--- src/rtl/emmc_cmd_tx.sv ---
// eMMC CMD line transmit sequencer: serialises start/dir/index/arg/CRC7/end, MSB first.
// Optional response wait (NCR timeout) enabled by defining EMMC_CMD_RSP_WAIT_EN.
module emmc_cmd_tx #(
  parameter int NCC_GAP = 8,
  parameter int NCR_MAX = 64
) (
  input  logic        clk,
  input  logic        rst,
  input  logic        bit_tick,
  input  logic        cmd_valid,
  output logic        cmd_ready,
  input  logic [5:0]  cmd_index,
  input  logic [31:0] cmd_arg,
  input  logic        cmd_in,
  output logic        cmd_out,
  output logic        cmd_oe,
  output logic        busy,
  output logic        done,
  output logic        rsp_timeout
);

  localparam int CNT_MAX = (NCR_MAX > NCC_GAP) ? NCR_MAX : NCC_GAP;
  localparam int CW      = $clog2(CNT_MAX + 1);

  typedef enum logic [2:0] {
    IDLE,
    LOAD,
    SHIFT,
    CRC,
    END,
`ifdef EMMC_CMD_RSP_WAIT_EN
    GAP,
    RSP_WAIT
`else
    GAP
`endif
  } state_t;

  state_t          state;
  logic [39:0]     shreg;
  logic [6:0]      crc;
  logic [5:0]      bitcnt;
  logic [CW-1:0]   cnt;

`ifdef EMMC_CMD_RSP_WAIT_EN
  logic            is_cmd0;
`else
  logic            unused_cmd_in;
  assign unused_cmd_in = cmd_in;
`endif

  // CRC7 step for G(x) = x^7 + x^3 + 1 folding in one data bit
  function automatic logic [6:0] crc_next(input logic [6:0] c, input logic d);
    crc_next = {c[5], c[4], c[3], d ^ c[2] ^ c[6], c[1], c[0], d ^ c[6]};
  endfunction

  always_ff @(posedge clk) begin
    if (rst) begin
      state       <= IDLE;
      cmd_ready   <= 1'b0;
      cmd_out     <= 1'b1;
      cmd_oe      <= 1'b0;
      busy        <= 1'b0;
      done        <= 1'b0;
      rsp_timeout <= 1'b0;
      crc         <= 7'd0;
      shreg       <= 40'd0;
      bitcnt      <= 6'd0;
      cnt         <= '0;
`ifdef EMMC_CMD_RSP_WAIT_EN
      is_cmd0     <= 1'b0;
`endif
    end else begin
      done        <= 1'b0;
      rsp_timeout <= 1'b0;
      case (state)
        IDLE: begin
          cmd_ready <= 1'b1;
          cmd_oe    <= 1'b0;
          cmd_out   <= 1'b1;
          if (cmd_valid && cmd_ready) begin
            shreg     <= {2'b01, cmd_index, cmd_arg};
            crc       <= 7'd0;
            busy      <= 1'b1;
            cmd_ready <= 1'b0;
            state     <= LOAD;
`ifdef EMMC_CMD_RSP_WAIT_EN
            is_cmd0   <= (cmd_index == 6'd0);
`endif
          end
        end
        // Start bit goes out here so the accept-cycle tick is never used
        LOAD: if (bit_tick) begin
          cmd_oe  <= 1'b1;
          cmd_out <= shreg[39];
          crc     <= crc_next(crc, shreg[39]);
          shreg   <= {shreg[38:0], 1'b0};
          bitcnt  <= 6'd39;
          state   <= SHIFT;
        end
        SHIFT: if (bit_tick) begin
          cmd_out <= shreg[39];
          crc     <= crc_next(crc, shreg[39]);
          shreg   <= {shreg[38:0], 1'b0};
          if (bitcnt == 6'd1) begin
            bitcnt <= 6'd7;
            state  <= CRC;
          end else begin
            bitcnt <= bitcnt - 6'd1;
          end
        end
        CRC: if (bit_tick) begin
          cmd_out <= crc[6];
          crc     <= {crc[5:0], 1'b0};
          if (bitcnt == 6'd1) state <= END;
          else                bitcnt <= bitcnt - 6'd1;
        end
        END: if (bit_tick) begin
          cmd_out <= 1'b1;
          cnt     <= '0;
`ifdef EMMC_CMD_RSP_WAIT_EN
          state   <= is_cmd0 ? GAP : RSP_WAIT;
`else
          state   <= GAP;
`endif
        end
        // First tick here ends the end-bit period; NCC_GAP idle periods follow
        GAP: if (bit_tick) begin
          cmd_oe  <= 1'b0;
          cmd_out <= 1'b1;
          if (cnt == CW'(NCC_GAP)) begin
            state     <= IDLE;
            busy      <= 1'b0;
            done      <= 1'b1;
            cmd_ready <= 1'b1;
          end else begin
            cnt <= cnt + CW'(1);
          end
        end
`ifdef EMMC_CMD_RSP_WAIT_EN
        RSP_WAIT: if (bit_tick) begin
          cmd_oe  <= 1'b0;
          cmd_out <= 1'b1;
          if (!cmd_in) begin
            state     <= IDLE;
            busy      <= 1'b0;
            done      <= 1'b1;
            cmd_ready <= 1'b1;
          end else if (cnt == CW'(NCR_MAX - 1)) begin
            state       <= IDLE;
            busy        <= 1'b0;
            done        <= 1'b1;
            rsp_timeout <= 1'b1;
            cmd_ready   <= 1'b1;
          end else begin
            cnt <= cnt + CW'(1);
          end
        end
`endif
        default: state <= IDLE;
      endcase
    end
  end

endmodule

--- config.mk ---
export PLATFORM = sky130hd
export DESIGN_NAME = emmc_cmd_tx
export DESIGN_NICKNAME = d
export VERILOG_FILES = /design/src/rtl/emmc_cmd_tx.sv
export SDC_FILE = /design/constraint.sdc
export NUM_CORES = 1
export LEC_CHECK = 0
export ABC_CLOCK_PERIOD_IN_PS = 3000
export CORE_ASPECT_RATIO = 1.2
export CORE_UTILIZATION = 35
export DETAILED_ROUTE_END_ITERATION = 6
export PLACE_DENSITY = 0.65
export SLEW_MARGIN = 25
export SYNTH_ARGS = -nofsm -noshare
export SYNTH_HDL_FRONTEND = slang
export SYNTH_SLANG_ARGS = --single-unit
--- constraint.sdc ---
create_clock -name clk -period 3 [get_ports clk]
set_input_delay 0.6 -clock clk [delete_from_list [all_inputs] [get_ports clk]]
set_output_delay 0.6 -clock clk [all_outputs]
set_load 0.03 [all_outputs]
After elaboration in Yosys (flattened, before gate mapping)
Index checks and enable logic that the tools add are counted.
Widths: inputs -> output; s select.
Word-level totals
  bits of input ports: 43
  word-level logic and storage cells: 100
  register bits: 68
  output and inout bits: 6
Cells by class
  mux-type cells: 42
  bitwise logic cells: 5
  add/subtract/negate cells: 2
  equal/unequal tests: 20
  reductions and logical operators: 21
Operators with widths (count)
  $mux 40: 2
  $pmux 40 s2: 1
  $mux 7: 6
  $mux 6: 5
  $mux 3: 9
  $ne 2x2->1 const B: 11
  $pmux 7 s3: 1
  $pmux 3 s6: 1
  $pmux 6 s3: 1
  $reduce_and 4->1: 4
  $pmux 7 s2: 1
  $mux 1: 11
  $reduce_and 3->1: 3
  $reduce_and 9->1: 1
  $reduce_bool 3->1: 3
  $add 7x1->7 const B: 1
  $eq 7x4->1 const B: 1
  $eq 3x2->1 const B: 2
  $eq 3x3->1 const B: 2
  $eq 6x1->1 const B: 1
  $reduce_bool 2->1: 3
  $sub 6x1->6 const B: 1
  $reduce_and 5->1: 1
  $ne 2x1->1 const B: 2
  other kinds (11): 16

Longest topological paths before layout
Gate-level depths: netlist (run 1).
  depth in word-level cells: 4
  gate-level depth with buffers: 6
  gate-level depth less buffers: 6

Worst setup path after synthesis (run 1)
No wires, ideal clock.
  path type: reg-to-reg
  start point: register cnt[2]
  end point: register state[0]
  clock period less this slack: 1.612 ns
  required time: 2.865 ns
  cell stages (with the launch flop): 5
  buffers on the path: 0
  arrival time: 1.477 ns
  library setup time: 0.135 ns
  path slack: 1.388 ns
  path through: dfxtp_1 or4b_1 o211a_1 o311ai_0 o41ai_1
On the way
  longest elaborated chain between the ends: 3
Ends and longest elaborated chain
  start, declared: RTL line 43  | logic [CW-1:0] cnt;
  start signal, assigned: RTL line 137  | cnt <= cnt + CW'(1);
  $eq 7x4->1: RTL line 131  | if (cnt == CW'(NCC_GAP)) begin
  $ne 2x2->1 (no line)
  $reduce_and 9->1 (no line)
  end signal, assigned: RTL line 124  | state <= GAP;
  end signal, assigned: RTL line 132  | state <= IDLE;
  end signal, assigned: RTL line 160  | default: state <= IDLE;
  end, declared: RTL line 39  | state_t state;
No other way between the ends.
A chain may end at the register's enable or synchronous reset.

Worst setup path in the final report (run 1)
  start point: register state[1]
  end point: register shreg[13]
On the way
  longest elaborated chain between the ends: 4
  elaborated cells on any way between the ends: 9
  those cells by class: eq/ne (4); mux (1); reduce/logical (4)
Ends and longest elaborated chain
  start signal, assigned: RTL line 59  | state <= IDLE;
  start signal, assigned: RTL line 86  | state <= LOAD;
  start signal, assigned: RTL line 99  | state <= SHIFT;
  $eq 3x2->1 / $eq 3x1->1 (equally long branches): RTL line 76  | case (state)
  $reduce_or 2->1 (no line)
  $ne 2x1->1 (no line) / $reduce_bool 2->1 (equally long branches)
  $reduce_and 3->1 (no line)
  end signal, assigned: RTL line 82  | shreg <= {2'b01, cmd_index, cmd_arg};
  end signal, assigned: RTL line 97  | shreg <= {shreg[38:0], 1'b0};
  end signal, assigned: RTL line 104  | shreg <= {shreg[38:0], 1'b0};
  end, declared: RTL line 40  | logic [39:0] shreg;
Parallel ways exist; a longest one is shown, timed or not.

==> metrics.csv, run 1 <==
metric,value,unit
total track usage,15.9,%
Num Clock Sinks,68,
Post-Syn Area per Cell,8.96,um2
Hold Path End,crc[1],
die height,110,um
clock buffer depth,2,
part of the power in combinational logic,37.8,%
final hold viol count,0,
Worst Hold Depth,2,
synth top area cells,"dfxtp_1 (40%), mux2i_1 (11%), a311oi_1 (9.5%)",
clock share of power,27.3,%
WL per Instance,14.1,um
crit path kind,reg2reg,
# Max-Cap Violations,0,
number of synthesized flops with an enable pin,0,
Reg2Reg Setup Slack,0.87,ns
Leakage,1.45,nW
FP Rows,39,
setup-violating endpoint count in the final report,0,
grt met1 use,19.8,%
WP data required,3.22,ns
antenna fix cells,0,
Final TNS setup,0,ns
Internal Power,2.47,mW
"Reg clk slew, reported paths",0.05,ns
GR Layer Usage met2,26.5,%
total setup buffers inserted after CTS,0,
flop and latch count out of synthesis,68,
via count,2959,
share of cells above drive strength 1,7.25,%
final wirelength,7.56,mm
Post-synth ARST share,0,%
synthesized cell area,0.00341,mm2
DR pass1 iterations,6,
Core Region,0.00947,mm2
global routing's busiest layer,met2,
vias in the first global route,2789,
Detail Route Antenna Nets,0,
post-route DRC violation count,0,
top cell type's share of synthesized area,40.0,%
Tot Pwr,3.72,mW
Psw,1.26,mW
fill count,937,
FMAX,0.469,GHz
crit path DAT,2.36,ns
"area leader, netlist",dfxtp_1,
largest net degree at the start of global routing,78,
met3 GRT Util,3.84,%
IO buf count,46,
most frequent cells after synthesis,"dfxtp_1 (68), a21oi_1 (61), a311oi_1 (37), mux2i_1 (37), clkbuf_1 (20)",
switch share,33.7,%
Worst Max-Slew Pin Slew,0.746,ns
final period demand of the worst path,2.13,ns
maximum vdd drop,0.000392,V
slew margin rel.,50.2,%
Clk Tree Root Cell,clkbuf_16,
first-pass GRT wire length,12.9,mm
cts repair resizes,0,
post-synthesis sequential area ratio,40.0,%
GPL Wtd Cong,0.798,
clock skew,0.00794,ns
TritonCTS clock tree,done,
antenna violations before repair,0,
"count leader, synth",dfxtp_1,
synthesized net count,427,
clk_lat worst skew,0.32,ns
Die Span X,92.1,um
Initial DRC Count,147,
power per cell area,877,mW/mm2
synth warn,0,
Yosys cell types,56,
hold path start,crc[0],
Synth-to-Final Area Change,24.6,%
Worst Path Max Fanout,32,
starting density of the core,36.0,%
period utilization,71.1,%
reg2reg end,shreg[13],
Register-to-Register Path Depth,5,
CP Launch Type,flop,
Detailed Place HPWL,4.97,mm
grt ovf,0,
H-Tree Depth,3,
status,completed,
crit path capture type,flop,
"Hold-fix buffers, CTS",0,
drt via density,5.51,
RSZ-0062 raised after global routing,false,
FF-to-FF Start,state[1],
HP Class,reg2reg,
CTS buffer count,9,
Synth Instances,380,
die area,0.0101,mm2
Final Max Tran Viols,0,
ys flop type,dfxtp_1,
num ports,49,
Seq pwr share,34.9,%
Final nets,457,
how the worst max path moves through the flow:
stage / startpoint / endpoint / slack, ns / cells after the start
finish: state[1] / shreg[13] / 0.87 / 5
global route: state[1] / shreg[19] / 0.62 / 5
CTS: state[1] / shreg[19] / 0.87 / 5
detailed placement: bit_tick / cnt[5] / 0.72 / 5
global placement: bit_tick / cnt[5] / 0.73 / 5
floorplan: cnt[2] / state[0] / 1.39 / 4
sequential cells by signal (all words and copies together) (netlist names):
name / cells
cmd_oe: 1
done: 1
crc: 7
cnt: 7
shreg: 40
state: 3
cmd_out: 1
busy: 1
cmd_ready: 1
bitcnt: 6
power groups by stage:
stage / Clock, mW / Sequential, mW / Combinational (mW)
2_1_floorplan: 0 / 1.30 / 1.12
3_3_place_gp: 0 / 1.31 / 1.38
3_5_place_dp: 0 / 1.32 / 1.41
4_1_cts: 1.04 / 1.30 / 1.42
5_1_grt: 1.09 / 1.34 / 1.56
6_report: 1.02 / 1.30 / 1.41
routing by layer:
layer	share of wire, %	wire length (um)
met1	48	3630
met2	47	3520
met3	4.1	307
met4	1.4	103
met5	0	0
layout make-up:
cell class                      instances  area, um2  share of cell area (%)
Clock buffer                           13        250                    5.90
Timing Repair Buffer                   55        561                    13.2
Clock inverter                          2       35.0                   0.826
Sequential cell                        68       1360                    32.1
Tap cell                              123        154                    3.63
Inverter                               12       45.0                    1.06
Multi-Input combinational cell        264       1840                    43.3
cell families after synthesis:
| logic type | count (synthesis) | share of synthesized area, % |
|---|---|---|
| xor gates and xnor gates | 3 | 0.772 |
| and+or+nand+nor | 80 | 13.2 |
| other | 1 | 0.110 |
| muxes | 39 | 11.5 |
| buffers and inverters | 48 | 6.28 |
| adders and majority gates | 4 | 1.47 |
| DFF | 68 | 40.0 |
| AOI/OAI and AO/OA | 137 | 26.7 |
worst max-delay path, stage by stage, from the launching register on:
cell      delay, ns
dfxtp_1        0.65
xnor2_1        0.32
nor2_4         0.35
buf_12         0.28
mux2i_1        0.12
a311oi_1       0.29
placed cells by master (no fill, tap or decap), types with 9 or more instances in the layout:
| master | count |
|---|---|
| mux2i_1 | 37 |
| inv_1 | 11 |
| nor2_1 | 9 |
| dfxtp_1 | 68 |
| o21ai_0 | 10 |
| nand2_1 | 12 |
| a21oi_1 | 61 |
| nand3_1 | 13 |
| a311oi_1 | 37 |
| clkbuf_16 | 9 |
| clkdlybuf4s50_1 | 45 |
metrics by stage:
stage	std cells	setup WS, ns	utilization, %	area, um2	hold WS [ns]
detailed placement	522	0.716	41.8	3960	0.445
global route	537	0.623	44.8	4240	0.468
finish	537	0.866	44.8	4240	0.453
floorplan	380	1.39	-	3410	0.432
CTS	537	0.871	44.8	4240	0.452
global placement	522	0.731	41.8	3960	0.437
No activity file was read; power rests on OpenSTA's default activity.
==> run 2: changes to the inputs <==
ABC_CLOCK_PERIOD_IN_PS = 1920   (was 3000)
PLACE_DENSITY = 0.67   (was 0.65)
clock period = 1.92 ns   (was 3 ns; I/O delays follow)
==> run 2 against run 1 <==
  * Fmax grew 15%
  * Power grew 63%
  * Critical path depth shrank 1
  * Register-to-register slack lost 0.80 ns
  * Critical endpoint is now state[0]
  * Largest power group unchanged
==> metrics.csv, run 2 (same netlist as run 1, synthesis figures left out) <==
metric,value,unit
Final nets,472,
Biggest register,shreg,
clock buffer depth,2,
CP Launch Type,flop,
"critical path, cell by cell",or4b_1 > o211a_1 > o311ai_0 > o41ai_1,
status,completed,
Worst Hold Depth,2,
crit path DAT,2.05,ns
FP Rows,39,
TritonCTS clock tree,done,
drt via density,5.53,
period utilization,96.8,%
Die Span X,92.1,um
FMAX,0.538,GHz
Largest regs,"shreg: 40 flops, cnt: 7 flops, crc: 7 flops",
hold path start,rst,
Leakage,1.55,nW
final period demand of the worst path,1.86,ns
Synth-to-Final Area Change,29.5,%
via count,3057,
max FFs per register,40,
starting density of the core,36.0,%
maximum vdd drop,0.000672,V
"Hold-fix buffers, CTS",0,
num ports,49,
Core Region,0.00947,mm2
die area,0.0101,mm2
fill count,905,
Initial DRC Count,176,
footprint of the multi-input gates,0.00184,mm2
RSZ-0062 raised after global routing,false,
first-pass GRT wire length,13.5,mm
reg2reg end,state[0],
largest net degree at the start of global routing,46,
antenna fix cells,0,
Reg2Reg Setup Slack,0.06,ns
DR pass1 iterations,4,
total setup buffers inserted after CTS,0,
"Reg clk slew, reported paths",0.06,ns
Register-to-Register Path Depth,4,
Clk Tree Root Cell,clkbuf_16,
clock skew,0.00697,ns
IO buf count,46,
crit path max-delay cell type,or4b_1,
Worst Path Max Fanout,6,
Num Clock Sinks,68,
CP peak stage delay,0.55,ns
FF/Latch Area,0.00136,mm2
final wirelength,7.94,mm
vias in the first global route,2906,
HP Class,in2reg,
FF-to-FF Start,cnt[3],
power per cell area,1380,mW/mm2
total track usage,16.7,%
"commonest non-fill, non-tap cell in the layout",dfxtp_1,
post-route DRC violation count,0,
grt ovf,0,
Hold Path End,done,
setup-violating endpoint count in the final report,0,
clk_lat worst skew,0.33,ns
WL per Instance,14.3,um
Inst Count DP,537,
CTS buffer count,9,
Detail Route Antenna Nets,0,
Setup WS pre-CTS,-0.154,ns
WP data required,2.11,ns
GPL Wtd Cong,0.783,
crit path capture type,flop,
Final Max Tran Viols,0,
H-Tree Depth,3,
antenna violations before repair,0,
die height,110,um
most frequent cells in the layout,"dfxtp_1 (67), a21oi_1 (61), clkdlybuf4s50_1 (44)",
PnR worst setup slack,0.0622,ns
fin cells,553,
final hold viol count,0,
share of cells above drive strength 1,11.6,%
# Max-Cap Violations,0,
cts repair resizes,0,
Detailed Place HPWL,5.38,mm
crit path kind,reg2reg,
-- run 2: cell type report --
| type | instances | area share (%) |
|---|---|---|
| Sequential cell | 68 | 30.9 |
| Clock buffer | 10 | 5.42 |
| Multi-Input combinational cell | 264 | 41.7 |
| Timing Repair Buffer | 70 | 15.9 |
| Clock inverter | 6 | 1.62 |
| Inverter | 12 | 1.02 |
| Tap cell | 123 | 3.49 |
-- run 2: how the worst max path moves through the flow --
stage	from	to	slack, ns	depth (start not counted)
2_1_floorplan	cnt[2]	state[0]	0.31	4
3_3_place_gp	bit_tick	bitcnt[3]	-0.08	5
3_5_place_dp	bit_tick	state[0]	-0.15	6
4_1_cts	cmd_ready	cmd_ready	0.04	1
5_1_grt	cnt[3]	state[0]	0.02	4
6_report	cnt[3]	state[0]	0.06	4
-- run 2: stage by stage --
stage	hold slack, ns	TNS [ns]	total power [mW]	area [um2]	util (%)
final	0.449	0	6.08	4410	46.6
after global routing	0.461	0	6.49	4410	46.6
after CTS	0.449	0	6.13	4410	46.5
after detailed placement	0.451	-0.989	4.41	4100	43.3
after global placement	0.436	-0.349	4.34	4100	43.3
after floorplan	0.432	0	3.78	3410	-
-- run 2: critical path, delay by kind of cell, from the launching register on --
family	cells	cell delay [ns]
DFF	1	0.42
AOI/OAI and AO/OA	3	0.76
and+or+nand+nor	1	0.55
-- run 2: report_power, final --
part | internal (mW) | total (mW) | leakage (nW) | switching (mW)
Combinational | 1.14 | 2.34 | 0.852 | 1.20
Clock | 1.05 | 1.69 | 0.146 | 0.636
Sequential | 1.80 | 2.05 | 0.557 | 0.251
-- run 2: per-layer routing --
metal  up-vias  track usage, %  wire length (um)  share of wire (%)
li1       1547               -                 -                  -
met1      1430            20.9              3730                 47
met2        76            27.7              3800                 48
met3         4            5.42               348                4.4
met4         0            4.24                57               0.72
met5         -               0                 0                  0
